### config.mk
export PLATFORM = sky130hd
export DESIGN_NAME = kmkz_ahb_arbiter
export DESIGN_NICKNAME = d
export VERILOG_FILES = /design/src/rtl/kmkz_ahb_pkg.sv /design/src/rtl/kmkz_ahb_holdreg.sv /design/src/rtl/kmkz_ahb_arbiter.sv
export SDC_FILE = /design/constraint.sdc
export NUM_CORES = 1
export LEC_CHECK = 0
export BUFFER_PORTS_ARGS = -buffer_cell sky130_fd_sc_hd__buf_2
export CAP_MARGIN = 20
export CORE_AREA = 5 5 127 129
export CTS_CLUSTER_SIZE = 40
export DETAILED_ROUTE_END_ITERATION = 6
export DIE_AREA = 0 0 132 134
export PLACE_DENSITY = 0.77
export SLEW_MARGIN = 20
export SYNTH_ARGS = -nofsm -noshare
export SYNTH_HDL_FRONTEND = slang
export SYNTH_SLANG_ARGS = --single-unit
### constraint.sdc
create_clock -name clk_i -period 5.7 [get_ports clk_i]
set_input_delay 1.14 -clock clk_i [delete_from_list [all_inputs] [get_ports clk_i]]
set_output_delay 1.14 -clock clk_i [all_outputs]
set_load 0.1 [all_outputs]
### src/rtl/kmkz_ahb_pkg.sv
// kmkz_ahb_pkg: shared AHB-Lite encodings, owner encoding and the address-phase bundle
package kmkz_ahb_pkg;
  localparam logic [1:0] HTRANS_IDLE   = 2'b00;
  localparam logic [1:0] HTRANS_BUSY   = 2'b01;
  localparam logic [1:0] HTRANS_NONSEQ = 2'b10;
  localparam logic [1:0] HTRANS_SEQ    = 2'b11;
  localparam logic [3:0] HPROT_DEFAULT = 4'b0011;
  localparam int PH_W = 43;
  typedef enum logic [1:0] {OWN_NONE, OWN_DO, OWN_TI} owner_e;
  typedef struct packed {
    logic [31:0] haddr;
    logic [2:0]  hburst;
    logic        hmastlock;
    logic [3:0]  hprot;
    logic [2:0]  hsize;
  } ahb_addr_t;
  localparam ahb_addr_t PH_IDLE = '{haddr: '0, hburst: '0, hmastlock: 1'b0, hprot: HPROT_DEFAULT, hsize: '0};
endpackage

### src/rtl/kmkz_ahb_holdreg.sv
// kmkz_ahb_holdreg: per-master buffer for an accepted but not yet issued address phase
module kmkz_ahb_holdreg
  import kmkz_ahb_pkg::*;
(
  input  logic            clk_i,
  input  logic            rst_i,
  input  logic [PH_W-1:0] live_ph,
  input  logic            live_write,
  input  logic [1:0]      live_trans,
  input  logic            hready,
  input  logic            grant,
  input  logic            hready_sh,
  output logic            req,
  output logic            hold_valid,
  output logic [PH_W-1:0] ph,
  output logic            write,
  output logic [1:0]      trans
);
  logic [PH_W-1:0] held_ph;
  logic held_write, live_req, take;
  assign live_req = live_trans[1] && hready;
  assign take = grant && hready_sh;
  assign req = hold_valid || live_req;
  assign ph = hold_valid ? held_ph : live_ph;
  assign write = hold_valid ? held_write : live_write;
  assign trans = hold_valid ? HTRANS_NONSEQ : live_trans;
  always_ff @(posedge clk_i or negedge rst_i)
    if (!rst_i) begin
      hold_valid <= 1'b0;
      held_ph <= '0;
      held_write <= 1'b0;
    end else if (take) begin
      hold_valid <= 1'b0;
    end else if (live_req && !hold_valid) begin
      hold_valid <= 1'b1;
      held_ph <= live_ph;
      held_write <= live_write;
    end
endmodule

### src/rtl/kmkz_ahb_arbiter.sv
// kmkz_ahb_arbiter: debugger-first two-master AHB-Lite arbiter with CPU anti-starvation
module kmkz_ahb_arbiter
  import kmkz_ahb_pkg::*;
#(
  parameter int DBG_MAX_RUN = 4
) (
  input  logic        clk_i,
  input  logic        rst_i,
  input  logic [31:0] HADDR_DO,
  input  logic [2:0]  HBURST_DO,
  input  logic        HMASTLOCK_DO,
  input  logic [3:0]  HPROT_DO,
  input  logic [2:0]  HSIZE_DO,
  input  logic [1:0]  HTRANS_DO,
  input  logic        HWRITE_DO,
  input  logic [31:0] HWDATA_DO,
  output logic [31:0] HRDATA_DO,
  output logic        HREADY_DO,
  output logic        HRESP_DO,
  input  logic [31:0] HADDR_TI,
  input  logic [2:0]  HBURST_TI,
  input  logic        HMASTLOCK_TI,
  input  logic [3:0]  HPROT_TI,
  input  logic [2:0]  HSIZE_TI,
  input  logic [1:0]  HTRANS_TI,
  input  logic        HWRITE_TI,
  input  logic [31:0] HWDATA_TI,
  output logic [31:0] HRDATA_TI,
  output logic        HREADY_TI,
  output logic        HRESP_TI,
  output logic [31:0] HADDR_SH,
  output logic [2:0]  HBURST_SH,
  output logic        HMASTLOCK_SH,
  output logic [3:0]  HPROT_SH,
  output logic [2:0]  HSIZE_SH,
  output logic [1:0]  HTRANS_SH,
  output logic        HWRITE_SH,
  output logic [31:0] HWDATA_SH,
  input  logic [31:0] HRDATA_SH,
  input  logic        HREADY_SH,
  input  logic        HRESP_SH
);
  localparam logic [3:0] MAX_RUN = 4'(DBG_MAX_RUN);
  owner_e owner_q, data_owner, arb, grant;
  ahb_addr_t ph_do, ph_ti, ph_sh;
  logic [1:0] trans_do, trans_ti;
  logic [3:0] dbg_run;
  logic req_do, req_ti, hold_do, hold_ti, write_do, write_ti, lock_q, run_q, keep;
  kmkz_ahb_holdreg u_hold_do (
    .clk_i(clk_i), .rst_i(rst_i),
    .live_ph({HADDR_DO, HBURST_DO, HMASTLOCK_DO, HPROT_DO, HSIZE_DO}),
    .live_write(HWRITE_DO), .live_trans(HTRANS_DO), .hready(HREADY_DO),
    .grant(grant == OWN_DO), .hready_sh(HREADY_SH),
    .req(req_do), .hold_valid(hold_do), .ph(ph_do), .write(write_do), .trans(trans_do)
  );
  kmkz_ahb_holdreg u_hold_ti (
    .clk_i(clk_i), .rst_i(rst_i),
    .live_ph({HADDR_TI, HBURST_TI, HMASTLOCK_TI, HPROT_TI, HSIZE_TI}),
    .live_write(HWRITE_TI), .live_trans(HTRANS_TI), .hready(HREADY_TI),
    .grant(grant == OWN_TI), .hready_sh(HREADY_SH),
    .req(req_ti), .hold_valid(hold_ti), .ph(ph_ti), .write(write_ti), .trans(trans_ti)
  );
  // BUSY and SEQ both have bit 0 set, so bit 0 marks a burst continuation
  assign keep = owner_q == OWN_DO ? (trans_do[0] || lock_q) :
                owner_q == OWN_TI ? (trans_ti[0] || lock_q) : 1'b0;
  assign arb = keep ? owner_q :
               (req_ti && !(dbg_run == MAX_RUN && req_do)) ? OWN_TI :
               req_do ? OWN_DO : OWN_NONE;
  assign grant = !run_q ? OWN_NONE : HREADY_SH ? arb : owner_q;
  assign ph_sh = grant == OWN_DO ? ph_do : grant == OWN_TI ? ph_ti : PH_IDLE;
  assign HTRANS_SH = grant == OWN_DO ? trans_do : grant == OWN_TI ? trans_ti : HTRANS_IDLE;
  assign HWRITE_SH = grant == OWN_DO ? write_do : grant == OWN_TI ? write_ti : 1'b0;
  assign HADDR_SH = ph_sh.haddr;
  assign HBURST_SH = ph_sh.hburst;
  assign HMASTLOCK_SH = ph_sh.hmastlock;
  assign HPROT_SH = ph_sh.hprot;
  assign HSIZE_SH = ph_sh.hsize;
  assign HWDATA_SH = data_owner == OWN_DO ? HWDATA_DO : data_owner == OWN_TI ? HWDATA_TI : '0;
  assign HRDATA_DO = HRDATA_SH;
  assign HRDATA_TI = HRDATA_SH;
  assign HREADY_DO = data_owner == OWN_DO ? HREADY_SH : !hold_do;
  assign HREADY_TI = data_owner == OWN_TI ? HREADY_SH : !hold_ti;
  assign HRESP_DO = data_owner == OWN_DO && HRESP_SH;
  assign HRESP_TI = data_owner == OWN_TI && HRESP_SH;
  always_ff @(posedge clk_i or negedge rst_i)
    if (!rst_i) begin
      run_q <= 1'b0;
      owner_q <= OWN_NONE;
      data_owner <= OWN_NONE;
      lock_q <= 1'b0;
      dbg_run <= '0;
    end else begin
      run_q <= 1'b1;
      if (HREADY_SH) begin
        owner_q <= grant;
        lock_q <= HTRANS_SH[1] && HMASTLOCK_SH;
        data_owner <= HTRANS_SH == HTRANS_IDLE ? OWN_NONE : grant;
        dbg_run <= (!req_do || grant == OWN_DO) ? '0 :
                   (grant == OWN_TI && dbg_run != MAX_RUN) ? dbg_run + 4'd1 : dbg_run;
      end
    end
endmodule
==> metrics <==
unrepaired setup endpoints after global routing=false; Sw Ratio=45.78%; ys flop type=dfrtp_1; Worst-Skew Late Latency=340 ps; Final Hold Viols=0; Die Wd=132 µm; Diodes inserted=0; Final TNS setup=0 ps; post-CTS setup buffers=0; fraction of registers with async set/reset=100.0%; Top Family by Delay on Critical Path=simple AND/OR/NAND/NOR gates; Buf/Inv on CP=2; gr ovfl total=0; clk buf depth=2; Layout area overhead=18.50%; Worst VDD drop=0.2950 mV; Die Y-Extent=134 µm; vias in the first global route=4995; post-synth top area share=39.53%; Cells after Synth=541; Core ar.=0.01492 mm²; Max Cap Viol=0; CP required=4560 ps; critical path arrival=3700 ps; Comb pwr share=49.8%; first-pass GRT wire length=26360 µm; Hold Worst Slack=484.7 ps; final setup violation count=0; Reg power frac=33.0%; Switch Pwr=1664 µW; CP endpoint kind=primary output; detailed placement HPWL=12760 µm; routability cong.=0.8379; min-delay worst type=reg2reg; min Tclk post-route=4838 ps; # rows=45; hold_buf cts=0; Mapped Nets=735; Root Buffer=clkbuf_16; slowest cell on the critical path=or2_2; Worst-path clk slew=70 ps; delay of the slowest critical-path stage=820 ps; clk sinks=100; Setup crit start kind=primary input; Slew @ Worst Pin=942.5 ps; CP Class=in2out; H-tree Lvls=3; fmax=206.7 MHz; num ports=338; drt wl/cell=19.14 µm; Pleak=0.004105 µW; CTS resizes=0; clock power share=17.2%; CP Cell Sequence=buf_2, nor2_1, a21oi_1, a31oi_1, or2_2, o22a_1, buf_2; Int Pwr=1971 µW; CTS tree=built; max-slew violations=0; Nets=893; number of fill cells=1316; Synth Cell Area=0.006330 mm²; Syn Area/Cell=11.70 µm²; Cell variety after synth=52; final WL=17070 µm; final worst path period share=84.87%; via count=4780; Initial DRC Count=160; outcome=completed; DR DRC count=0; max_slew headroom=37.16%; post-route ant nets=0; pin count of the biggest net entering global routing=69; sequential fraction of the synthesis area=39.53%; Synth Register Bits=100; pre-CTS setup slack=900.9 ps; Pwr Density=484.6 mW/mm²; die area=0.01769 mm²; Post-synth EDFFs=0; Global Route Usage Sum=18.33%; top post-synthesis cells by area=dfrtp_1 40%, mux2i_1 13%, mux2_4 9.5%, buf_4 7.7%, mux2_1 7.1%; skew final=13.68 ps; via density per instance=5.359; port buffer count=241; Yosys Warn Count=0; initial antenna violation count=0; area leader, netlist=dfrtp_1; TritonCTS Buffers=9; Initial Util=42.42%; crit path max fanout=46; layout cell share with drive strength beyond 1=47.30%; DR pass1 iterations=5; cell mode on critical path=buf_2; Worst Slack Setup Final=862.4 ps
## metal layers
layer / share of wire (%) / track usage (%)
met1: 42 / 23.36
met2: 48 / 29.37
met3: 7.0 / 4.576
met4: 3.4 / 8.514
met5: 0 / 0
## worst paths after layout
kind,from,end,slack [ps],cells after the start
max,HREADY_SH,HPROT_SH[0],860,7
min,u_hold_do.held_ph[41],u_hold_do.held_ph[41],480,1
max reg2reg,u_hold_do.hold_valid,u_hold_do.held_ph[39],2320,6
min reg2reg,u_hold_do.held_ph[41],u_hold_do.held_ph[41],480,1
max in group asynchronous,rst_i,u_hold_do.held_ph[3],3780,2
min in group asynchronous,rst_i,u_hold_do.held_ph[22],920,1
## sequential cells by signal, summed over array words and instances, names as in the netlist
signal	cells
u_hold_ti.held_write	1
u_hold_do.hold_valid	1
u_hold_ti.hold_valid	1
dbg_run	4
u_hold_do.held_ph	43
run_q	1
owner_q	2
u_hold_do.held_write	1
data_owner	2
u_hold_ti.held_ph	43
lock_q	1
## worst register-to-register path, cell delays in order (launching register included)
cell,delay [ps]
dfrtp_2,770
nand2b_1,320
a2bb2oi_2,120
a31oi_1,430
o311a_2,900
buf_4,380
mux2_1,350
## cell usage after synthesis (2+ instances only)
cell,n
dfrtp_1,100
nor2_1,5
nand3_1,4
buf_1,6
buf_4,65
inv_1,5
nand2b_1,2
ha_1,2
nor2b_1,7
nand2_1,10
a22o_1,33
buf_2,5
o21ai_0,7
clkbuf_1,22
mux2_1,40
o22a_1,2
buf_6,5
mux2i_1,84
mux2_4,40
a21oi_1,4
mux2_2,13
o211ai_1,2
and2_1,6
a21o_1,2
o22ai_1,43
## through the flow
step	utilization (%)	power (µW)	cell area (µm²)	instances
6_report	50.27	3635	7501	892
5_1_grt	50.27	3817	7501	892
4_1_cts	50.27	3656	7501	892
3_5_place_dp	48.24	3024	7198	876
3_3_place_gp	48.24	2993	7198	876
2_1_floorplan	-	2897	6330	541
## area by class of cell
class / count / area, µm² / share of cell area [%]
Clock inverter: 5 / 60.06 / 0.8007
Timing Repair Buffer: 250 / 1289 / 17.18
Tap cell: 188 / 235.2 / 3.136
Multi-Input combinational cell: 332 / 3147 / 41.95
Sequential cell: 100 / 2505 / 33.39
Inverter: 6 / 22.52 / 0.3003
Clock buffer: 11 / 242.7 / 3.236
## power by group through the flow
stage	Sequential, µW	Clock [µW]	Combinational (µW)
floorplan	1140	0	1760
global placement	1190	0	1800
detailed placement	1200	0	1830
CTS	1200	638	1820
global route	1240	666	1910
finish	1200	624	1810
## placed cells by master, fill, tap and decap left out, drive strengths merged, types with 4 or more instances in the layout
cell type | Yosys | final
nor2 | 5 | 5
and2 | 6 | 6
o22ai | 43 | 43
mux2 | 93 | 93
nor2b | 7 | 7
nand3 | 4 | 4
mux2i | 84 | 84
inv | 6 | 7
o21ai | 7 | 7
a22o | 33 | 33
clkbuf | 22 | 11
nand2 | 10 | 10
a21oi | 4 | 4
dfrtp | 100 | 100
buf | 81 | 250
## cell families (layout without fill, tap and decap cells)
| kind of cell | after synthesis | after routing | share of synthesized area, % |
|---|---|---|---|
| mux | 177 | 177 | 32.20 |
| simple gates | 41 | 41 | 3.519 |
| buf+inv | 109 | 272 | 11.01 |
| xor+xnor | 1 | 1 | 0.1384 |
| flops | 100 | 100 | 39.53 |
| fa+ha+maj | 2 | 2 | 0.3953 |
| compound gates | 110 | 110 | 13.15 |
| other cells | 1 | 1 | 0.05924 |
Power figures use the tool's default switching activity.
